<file path="config.mk">
export PLATFORM = sky130hd
export DESIGN_NAME = prog_gray_timer_flat
export DESIGN_NICKNAME = d
export VERILOG_FILES = /design/src/rtl/prog_gray_timer_pkg.sv /design/src/rtl/prog_gray_timer_if.sv /design/src/rtl/prog_gray_timer_gray_stage4.sv /design/src/rtl/prog_gray_timer.sv /design/src/flat_wrapper.sv
export SDC_FILE = /design/constraint.sdc
export NUM_CORES = 1
export LEC_CHECK = 0
export BUFFER_PORTS_ARGS = -buffer_cell sky130_fd_sc_hd__buf_2
export CORE_AREA = 5 5 85 87
export DETAILED_ROUTE_END_ITERATION = 16
export DIE_AREA = 0 0 90 92
export PLACE_DENSITY = 0.77
export SETUP_SLACK_MARGIN = 0.2
export SLEW_MARGIN = 5
export SYNTH_ARGS = -nofsm -noshare
export SYNTH_HDL_FRONTEND = slang
export SYNTH_HIERARCHICAL = 1
export SYNTH_SLANG_ARGS = --single-unit
</file>
<file path="constraint.sdc">
create_clock -name clk -period 3.01 [get_ports clk]
set_input_delay 0.1505 -clock clk [delete_from_list [all_inputs] [get_ports clk]]
set_output_delay 0.1505 -clock clk [all_outputs]
set_load 0.02 [all_outputs]
</file>
<file path="src/rtl/prog_gray_timer_pkg.sv">
// Shared types and 4-bit Gray helpers for the programmable Gray-code timer.
package prog_gray_timer_pkg;

  localparam int STG_W = 4;
  localparam logic [STG_W-1:0] GRAY_LAST = 4'b1000;

  typedef enum logic {
    TM_PERIODIC = 1'b0,
    TM_ONESHOT  = 1'b1
  } timer_mode_e;

  function automatic logic [STG_W-1:0] bin2gray4(input logic [STG_W-1:0] b);
    return b ^ (b >> 1);
  endfunction

  function automatic logic [STG_W-1:0] gray2bin4(input logic [STG_W-1:0] g);
    logic [STG_W-1:0] b;
    b[3] = g[3];
    b[2] = b[3] ^ g[2];
    b[1] = b[2] ^ g[1];
    b[0] = b[1] ^ g[0];
    return b;
  endfunction

  // Successor in the 16-entry Gray cycle; 4'b1000 rolls back to 4'b0000.
  function automatic logic [STG_W-1:0] next_gray4(input logic [STG_W-1:0] g);
    return bin2gray4(gray2bin4(g) + 4'd1);
  endfunction

endpackage

</file>
<file path="src/rtl/prog_gray_timer_if.sv">
// Control/status bundle between the timer and whoever programs and observes it.
interface prog_gray_timer_if
  import prog_gray_timer_pkg::*;
#(
  parameter int N_STG   = 5,
  parameter int PRESC_W = 8
);

  localparam int W = STG_W * N_STG;

  logic               en;
  logic               sclr;
  logic               load;
  logic [W-1:0]       load_val;
  logic [W-1:0]       period;
  timer_mode_e        mode;
  logic [PRESC_W-1:0] presc;

  logic [W-1:0]       cnt_gray;
  logic [W-1:0]       cnt_bin;
  logic               tc;
  logic               done;

  modport master (
    output en, sclr, load, load_val, period, mode, presc,
    input  cnt_gray, cnt_bin, tc, done
  );

  modport slave (
    input  en, sclr, load, load_val, period, mode, presc,
    output cnt_gray, cnt_bin, tc, done
  );

endinterface

</file>
<file path="src/rtl/prog_gray_timer_gray_stage4.sv">
// One 4-bit Gray-code counter digit; steps when cten is high and flags its last code.
module gray_stage4
  import prog_gray_timer_pkg::*;
(
  input  logic             clk,
  input  logic             clr_n,
  input  logic             cten,
  input  logic             sclr,
  input  logic             load,
  input  logic [STG_W-1:0] ld_gray,
  output logic [STG_W-1:0] gray,
  output logic             last
);

  logic [STG_W-1:0] gray_q, gray_d;

  always_comb begin
    gray_d = gray_q;
    if (sclr) begin
      gray_d = '0;
    end else if (load) begin
      gray_d = ld_gray;
    end else if (cten) begin
      gray_d = next_gray4(gray_q);
    end
  end

  always_ff @(posedge clk or negedge clr_n) begin
    if (!clr_n) begin
      gray_q <= '0;
    end else begin
      gray_q <= gray_d;
    end
  end

  assign gray = gray_q;
  assign last = (gray_q == GRAY_LAST);

endmodule

</file>
<file path="src/rtl/prog_gray_timer.sv">
// Programmable timer: prescaler, cascaded Gray digits, terminal compare, tc pulse and one-shot done.
module prog_gray_timer
  import prog_gray_timer_pkg::*;
#(
  parameter int N_STG   = 5,
  parameter int PRESC_W = 8
)
(
  input  logic            clk,
  input  logic            clr_n,
  prog_gray_timer_if.slave bus
);

  localparam int W = STG_W * N_STG;

  logic [PRESC_W-1:0] presc_q, presc_d;
  logic               tc_q, tc_d;
  logic               done_q, done_d;

  logic               tick;
  logic               advance;
  logic               terminal;
  logic               stageClr;
  logic [N_STG:0]     cten;
  logic [N_STG-1:0]   last;
  logic [W-1:0]       grayCnt;
  logic [W-1:0]       binCnt;
  logic               unusedCarry;

  // A terminal tick zeroes the digits unless a load claims the same edge.
  always_comb begin
    tick     = bus.en && (presc_q == bus.presc);
    advance  = tick && !done_q;
    terminal = advance && (binCnt == bus.period);
    stageClr = bus.sclr || (terminal && !bus.load);

    presc_d = presc_q;
    if (bus.sclr || bus.load || tick) begin
      presc_d = '0;
    end else if (bus.en) begin
      presc_d = presc_q + PRESC_W'(1);
    end

    tc_d = terminal && !bus.sclr && !bus.load;

    done_d = done_q;
    if (bus.sclr || bus.load) begin
      done_d = 1'b0;
    end else if (terminal && (bus.mode == TM_ONESHOT)) begin
      done_d = 1'b1;
    end
  end

  always_ff @(posedge clk or negedge clr_n) begin
    if (!clr_n) begin
      presc_q <= '0;
      tc_q    <= 1'b0;
      done_q  <= 1'b0;
    end else begin
      presc_q <= presc_d;
      tc_q    <= tc_d;
      done_q  <= done_d;
    end
  end

  assign cten[0] = advance;

  for (genvar k = 0; k < N_STG; k++) begin : g_stage
    logic [STG_W-1:0] ldGray;

    assign ldGray = bin2gray4(bus.load_val[k*STG_W +: STG_W]);

    gray_stage4 u_stage (
      .clk     (clk),
      .clr_n   (clr_n),
      .cten    (cten[k]),
      .sclr    (stageClr),
      .load    (bus.load),
      .ld_gray (ldGray),
      .gray    (grayCnt[k*STG_W +: STG_W]),
      .last    (last[k])
    );

    assign cten[k+1] = cten[k] && last[k];
    assign binCnt[k*STG_W +: STG_W] = gray2bin4(grayCnt[k*STG_W +: STG_W]);
  end

  // Carry out of the top digit is the natural 2^W-1 -> 0 wrap, which deliberately has no effect.
  assign unusedCarry = cten[N_STG];

  assign bus.cnt_gray = grayCnt;
  assign bus.cnt_bin  = binCnt;
  assign bus.tc       = tc_q;
  assign bus.done     = done_q;

endmodule

</file>
<file path="src/flat_wrapper.sv">
// flat-port wrapper written by rule: the top's interface ports become plain ports
module prog_gray_timer_flat import prog_gray_timer_pkg::*;
#(
  parameter int N_STG   = 5,
  parameter int PRESC_W = 8
)
  (clk, clr_n, bus_en, bus_sclr, bus_load, bus_load_val, bus_period, bus_mode, bus_presc, bus_cnt_gray, bus_cnt_bin, bus_tc, bus_done);
  prog_gray_timer_if #(.N_STG(N_STG), .PRESC_W(PRESC_W)) bus_i ();
  input  logic clk;
  input  logic clr_n;
  input wire logic [$bits(bus_i.en)-1:0] bus_en;
  input wire logic [$bits(bus_i.sclr)-1:0] bus_sclr;
  input wire logic [$bits(bus_i.load)-1:0] bus_load;
  input wire logic [$bits(bus_i.load_val)-1:0] bus_load_val;
  input wire logic [$bits(bus_i.period)-1:0] bus_period;
  input wire logic [$bits(bus_i.mode)-1:0] bus_mode;
  input wire logic [$bits(bus_i.presc)-1:0] bus_presc;
  output wire logic [$bits(bus_i.cnt_gray)-1:0] bus_cnt_gray;
  output wire logic [$bits(bus_i.cnt_bin)-1:0] bus_cnt_bin;
  output wire logic [$bits(bus_i.tc)-1:0] bus_tc;
  output wire logic [$bits(bus_i.done)-1:0] bus_done;
  assign bus_i.en = bus_en;
  assign bus_i.sclr = bus_sclr;
  assign bus_i.load = bus_load;
  assign bus_i.load_val = bus_load_val;
  assign bus_i.period = bus_period;
  assign bus_i.mode = bus_mode;
  assign bus_i.presc = bus_presc;
  assign bus_cnt_gray = bus_i.cnt_gray;
  assign bus_cnt_bin = bus_i.cnt_bin;
  assign bus_tc = bus_i.tc;
  assign bus_done = bus_i.done;
  prog_gray_timer #(.N_STG(N_STG), .PRESC_W(PRESC_W)) u_core (.clk(clk), .clr_n(clr_n), .bus(bus_i));
endmodule
</file>
After elaboration in Yosys (flattened, before gate mapping)
Cells that the tools add are included.
{"block": "word_totals", "output_inout_bits": 42, "word_cells": 88, "regBits": 30, "in_bits": 54}
{"block": "classes", "muxes": 19, "eq_ne": 6, "n_reduce_logical": 24, "add_sub_neg": 6, "n_bitwise": 25}
{"op": "4-bit two-way mux", "n": 15}
{"op": "4-bit by 3-bit XOR with 4-bit output", "n": 10}
{"op": "4-bit by 1-bit adder with 4-bit output, second input constant", "n": 5}
{"op": "20-bit equality test", "n": 1}
{"op": "4-bit equality test, second input constant", "n": 4}
{"op": "8-bit two-way mux", "n": 2}
{"op": "3-bit nonzero test", "n": 5}
{"op": "1-bit XOR", "n": 15}
{"op": "1-bit logical AND", "n": 11}
{"op": "8-bit by 1-bit adder with 8-bit output, second input constant", "n": 1}
{"op": "8-bit equality test", "n": 1}
{"op": "2-bit nonzero test", "n": 2}
{"op": "1-bit logical NOT", "n": 3}
{"op": "1-bit logical OR", "n": 3}
{"op": "1-bit two-way mux", "n": 2}

Longest topological paths before layout
{"block": "logic_depth", "ltp_word": 10, "ltp_mapped": 11, "mapped_depth_nobuf": 10}

Modules after synthesis
Netlist, hierarchy kept.
{"module": "gray_stage4", "cells_per_inst": 39, "seq_area_each_um2": 100.1, "instances": 5, "area_each_um2": 321.6}
{"module": "prog_gray_timer", "cells_per_inst": 136, "seq_area_each_um2": 250.2, "instances": 1, "area_each_um2": 1316.3}

Least setup slack after synthesis
Ideal clock, no wire load.
{"block": "synth_path", "path_type": "reg2reg", "startpoint": "register u_core.g_stage[3].u_stage.gray_q[3]", "endpoint": "register u_core.g_stage[0].u_stage.gray_q[2]", "required_ns": 2.884, "arrival_time_ns": 3.298, "n_path_buf": 0, "synth_period_minus_slack_ns": 3.423, "path_slack_ns": -0.413, "path_stages_with_launch": 10, "setup_time_ns": 0.126, "cell_sequence": "dfrtp_1 > xor2_2 > xnor2_1 > xor2_1 > nor4_4 > nand3_2 > o21bai_1 > inv_1 > a31oi_1 > o21ai_1"}
{"block": "synth_via", "elab_chain_len": 8, "word_cells_on_any_way": 9, "cone_classes": "eq/ne: 1; mux: 1; bitwise: 3; reduce/logical: 4"}
{"item": "start: declaration", "line": "prog_gray_timer_gray_stage4.sv:15", "text": "logic [STG_W-1:0] gray_q, gray_d;"}
{"item": "start signal: assignment", "line": "prog_gray_timer_gray_stage4.sv:32", "text": "gray_q <= gray_d;"}
{"item": "1-bit XOR *", "line": "prog_gray_timer_pkg.sv:19", "text": "b[2] = b[3] ^ g[2];"}
{"item": "net bus_cnt_bin[14]", "line": "flat_wrapper.sv:19", "text": "output wire logic [$bits(bus_i.cnt_bin)-1:0] bus_cnt_bin;"}
{"item": "1-bit XOR *", "line": "prog_gray_timer_pkg.sv:20", "text": "b[1] = b[2] ^ g[1];"}
{"item": "1-bit XOR *", "line": "prog_gray_timer_pkg.sv:21", "text": "b[0] = b[1] ^ g[0];"}
{"item": "net bus_cnt_bin[12]", "line": "flat_wrapper.sv:19"}
{"item": "20-bit equality test *", "line": "prog_gray_timer.sv:34", "text": "terminal = advance && (binCnt == bus.period);"}
{"item": "1-bit logical AND *", "line": "prog_gray_timer.sv:34"}
{"item": "1-bit logical AND *", "line": "prog_gray_timer.sv:35", "text": "stageClr = bus.sclr || (terminal && !bus.load);"}
{"item": "1-bit logical OR *", "line": "prog_gray_timer.sv:35"}
{"item": "net u_core.stageClr", "line": "prog_gray_timer.sv:23", "text": "logic stageClr;"}
{"item": "3-bit nonzero test (no source line) or 4-bit two-way mux (tied branches)"}
{"item": "end signal: assignment", "line": "prog_gray_timer_gray_stage4.sv:32"}
{"item": "end: declaration", "line": "prog_gray_timer_gray_stage4.sv:15"}
The timed path passes the listed nets; every way through them passes the cells marked *.
A chain may end at the register's enable or synchronous reset.

Worst setup path after layout
{"block": "layout_path", "startpoint": "register u_core.g_stage[2].u_stage.gray_q[3]", "endpoint": "register u_core.g_stage[2].u_stage.gray_q[2]"}
{"block": "layout_via", "elab_chain_len": 8, "word_cells_on_any_way": 13, "cone_classes": "add/sub: 1; eq/ne: 1; mux: 3; bitwise: 4; reduce/logical: 4"}
{"item": "start: declaration", "line": "prog_gray_timer_gray_stage4.sv:15"}
{"item": "start signal: assignment", "line": "prog_gray_timer_gray_stage4.sv:32"}
{"item": "1-bit XOR", "line": "prog_gray_timer_pkg.sv:19"}
{"item": "1-bit XOR", "line": "prog_gray_timer_pkg.sv:20"}
{"item": "1-bit XOR", "line": "prog_gray_timer_pkg.sv:21"}
{"item": "20-bit equality test *", "line": "prog_gray_timer.sv:34"}
{"item": "1-bit logical AND *", "line": "prog_gray_timer.sv:34"}
{"item": "1-bit logical AND *", "line": "prog_gray_timer.sv:35"}
{"item": "1-bit logical OR *", "line": "prog_gray_timer.sv:35"}
{"item": "net u_core.stageClr", "line": "prog_gray_timer.sv:23"}
{"item": "3-bit nonzero test (no source line) or 4-bit two-way mux (tied branches)"}
The timed path passes the listed nets; every way through them passes the cells marked *. The select of a mux whose other input is x is not followed.

==> tab_implementation.tex <==
\begin{tabular}{lr}
\hline
Metric & Value \\
\hline
\multicolumn{2}{l}{\textbf{CTS}} \\
Number of buffers added by the clock tree synthesis step & 5 \\
Buffers from clock root to sink, at most & 2 \\
H-tree depth & 2 \\
CTS clock-pin slew for the worst setup and hold paths & $\sim$0.060 ns \\
Setup fix buffers added after clock tree synthesis & 0 \\
Clock Latency Late Sink & roughly 0.28 ns \\
CTS tree & done \\
CTS root buffer & sky130\_fd\_sc\_hd\_\_clkbuf\_8 \\
TritonCTS sink count & 30 \\
\multicolumn{2}{l}{\textbf{Logic synthesis}} \\
Synthesized instance count & 330 \\
Mean Syn Cell Area & 8.84 µm² \\
Post-synthesis cell area & around 3000 µm² \\
Synth Net Count & between 300 and 400 \\
YS warnings & 6 \\
\multicolumn{2}{l}{\textbf{Power and ir drop}} \\
Switching part of the total power & 0.383 \\
Power density of the placed cells & 382 nW/µm² \\
Leakage power total & 1.70 nW \\
Power share of the combinational group & 0.430 \\
Clock share of power & 0.224 \\
Power Internal & between 0.8 and 0.9 mW \\
Relative contribution of sequential cells to total power & 0.346 \\
Worst vdd rail ir drop & $\sim$0.00026 V \\
Total design power & roughly 1.3 mW \\
Net switching power of the design & about 0.51 mW \\
\multicolumn{2}{l}{\textbf{Run status}} \\
Run status & complete, no violations \\
\multicolumn{2}{l}{\textbf{STA}} \\
Worst max-slew margin expressed relative to the limit & 0.335 \\
Setup TNS after final layout & 0 ns \\
Max frequency & between 300 and 400 MHz \\
Period Utilization, post-route & 0.849 \\
Number of hold-slack violations in the final timing report & 0 \\
Total count of max-transition violations in the final report & 0 \\
Min Clock Period, post-route & 2.56 ns \\
Actual slew at the worst max-slew pin & between 0.9 and 1 ns \\
Setup violations, final & 0 \\
Final worst clock skew & a little over 0.005 ns \\
RSZ-0062 raised after global routing & no \\
\multicolumn{2}{l}{\textbf{Global route}} \\
First-pass GRT wire length & 12.1 mm \\
GR peak layer & met2 \\
Largest net degree at the start of global routing & 31 \\
Tot GR Track Use & 0.175 \\
Met1 Use GR & 0.224 \\
Number of global-route vias before repair & 2607 \\
Fraction of met2 tracks used by global routing & 0.290 \\
Met3 layer usage reported by global route & 0.0417 \\
GRT overflow & 0 \\
Antenna violations before repair & 0 \\
\multicolumn{2}{l}{\textbf{Hold path}} \\
Hold Crit Class & primary input to flop \\
Launch point of the worst hold path & bus\_sclr \\
\multicolumn{2}{l}{\textbf{Critical path}} \\
Kind of end point of the critical path & flop \\
Reg2Reg Launch Point & u\_core/g\_stage[2].u\_stage/gray[3]\$\_DFFE\_PN0P\_ \\
Critical path fanouts, max & 14 \\
Crit Path Class & flop to flop \\
Sort of element at the start of the critical path & flop \\
Launch point of the critical path & u\_core/g\_stage[2].u\_stage/gray[3]\$\_DFFE\_PN0P\_ \\
Required time reported for the critical path endpoint & between 3 and 4 ns \\
Crit path DAT & between 2 and 3 ns \\
\multicolumn{2}{l}{\textbf{Final layout}} \\
Growth of design area from synthesis to finish & 20.8\% \\
Layout net count & a little under 500 \\
Layout cell share with drive strength beyond 1 & 0.302 \\
Most frequent cells in the layout & sky130\_fd\_sc\_hd\_\_buf\_2, sky130\_fd\_sc\_hd\_\_xnor2\_1, sky130\_fd\_sc\_hd\_\_xor2\_1, sky130\_fd\_sc\_hd\_\_nor2\_1, sky130\_fd\_sc\_hd\_\_dfrtp\_1 \\
Most frequent standard cell in the layout excluding fill and tap cells & sky130\_fd\_sc\_hd\_\_buf\_2 \\
Number of inserted diodes & 0 \\
\multicolumn{2}{l}{\textbf{Routing}} \\
Starting DRC count in detailed routing & 84 \\
DRC & 0 \\
Wirelength, routed & around 7.2 mm \\
Number of vias per cell after detailed routing & approximately 5 \\
Number of vias in the routed layout & 2564 \\
Count of TritonRoute iterations in the first routing pass & 4 \\
Post-detailed-route count of antenna-violating nets & 0 \\
Wire length per cell & between 10 and 15 µm \\
\multicolumn{2}{l}{\textbf{Floorplan}} \\
Overall die area & approximately 8300 µm² \\
Vert. Die Dim & 92 µm \\
Top Ports & 96 \\
Count of standard-cell rows & 29 \\
Starting Density & 0.465 \\
Width of the die & roughly 90 µm \\
Core Area & between 6000 and 7000 µm² \\
\multicolumn{2}{l}{\textbf{Placed design}} \\
Last weighted congestion value of the routability-driven placer & roughly 0.87 \\
IO buf count & between 90 and 100 \\
Half-perimeter wire length after placement & slightly below 6 mm \\
\multicolumn{2}{l}{\textbf{Run}} \\
Max-cap violation count & 0 \\
\hline
\end{tabular}
power groups by stage:
stage / Clock [mW] / Sequential, mW / Combinational, mW
2_1_floorplan: 0 / 0.481 / 0.401
3_3_place_gp: 0 / 0.472 / 0.567
3_5_place_dp: 0 / 0.473 / 0.581
4_1_cts: 0.312 / 0.466 / 0.583
5_1_grt: 0.338 / 0.470 / 0.626
6_report: 0.302 / 0.465 / 0.579
repair_timing:
action                                 in CTS  in global routing
hold buffers                                1                  0
gates resized for setup                     0                  0
setup endpoints to repair                   0                  0
endpoints found under the hold margin      30                  0
per-stage QoR:
stage	std cells	hold WS, ns	util	setup WS [ns]	cell area (µm²)
after floorplan	330	-0.145	-	0.256	2930
final	498	0.112	0.561	0.453	3520
after global routing	498	0.115	0.561	0.245	3520
after global placement	490	0.228	0.548	0.537	3440
after detailed placement	490	0.232	0.548	0.453	3440
after CTS	498	0.101	0.561	0.448	3520
final timing paths:
| check | endpoint | slack (ns) | cells after the start |
|---|---|---|---|
| min in group asynchronous | u_core/presc_q[1]$_DFFE_PN0P_ | 0.45 | 2 |
| max | u_core/g_stage[2].u_stage/gray[2]$_DFFE_PN0P_ | 0.45 | 10 |
| max in group asynchronous | u_core/g_stage[1].u_stage/gray[0]$_DFFE_PN0P_ | 2.11 | 2 |
| min | u_core/bus.done$_DFFE_PN0P_ | 0.11 | 2 |
| max reg2reg | u_core/g_stage[2].u_stage/gray[2]$_DFFE_PN0P_ | 0.45 | 10 |
| min reg2reg | u_core/presc_q[4]$_DFFE_PN0P_ | 0.58 | 2 |
sequential cells by signal (all words and copies together) (netlist names):
signal and flops:
u_core/bus.done 1, u_core/bus.tc 1, u_core/presc_q 8, u_core/g_stage.u_stage/gray 20
critical path, stage by stage, from the launching register on:
cell and delay, ns:
sky130_fd_sc_hd__dfrtp_1 0.51, sky130_fd_sc_hd__xor2_1 0.25, sky130_fd_sc_hd__nor4_4 0.33, sky130_fd_sc_hd__nand4_2 0.16, sky130_fd_sc_hd__nor4_4 0.34, sky130_fd_sc_hd__nand3_2 0.17, sky130_fd_sc_hd__o21bai_4 0.14, sky130_fd_sc_hd__buf_4 0.21
sky130_fd_sc_hd__inv_1 0.06, sky130_fd_sc_hd__a31oi_1 0.18, sky130_fd_sc_hd__o21ai_1 0.08
per-layer routing:
layer  routed length, µm  part of all wire  vias to the layer above
met5                   0                 0                        -
met4                 158             0.022                        0
met3                 517             0.072                       16
met2                3480              0.48                       96
met1                3040              0.42                     1187
li1                    -                 -                     1265
cell type report:
cell class,count,area [µm²]
Clock buffer,7,76.3
Fill cell,572,2750
Inverter,22,82.6
Multi-Input combinational cell,262,2000
Sequential cell,30,751
Tap cell,77,96.3
Timing Repair Buffer,100,515
No activity file was read; power rests on OpenSTA's default activity.
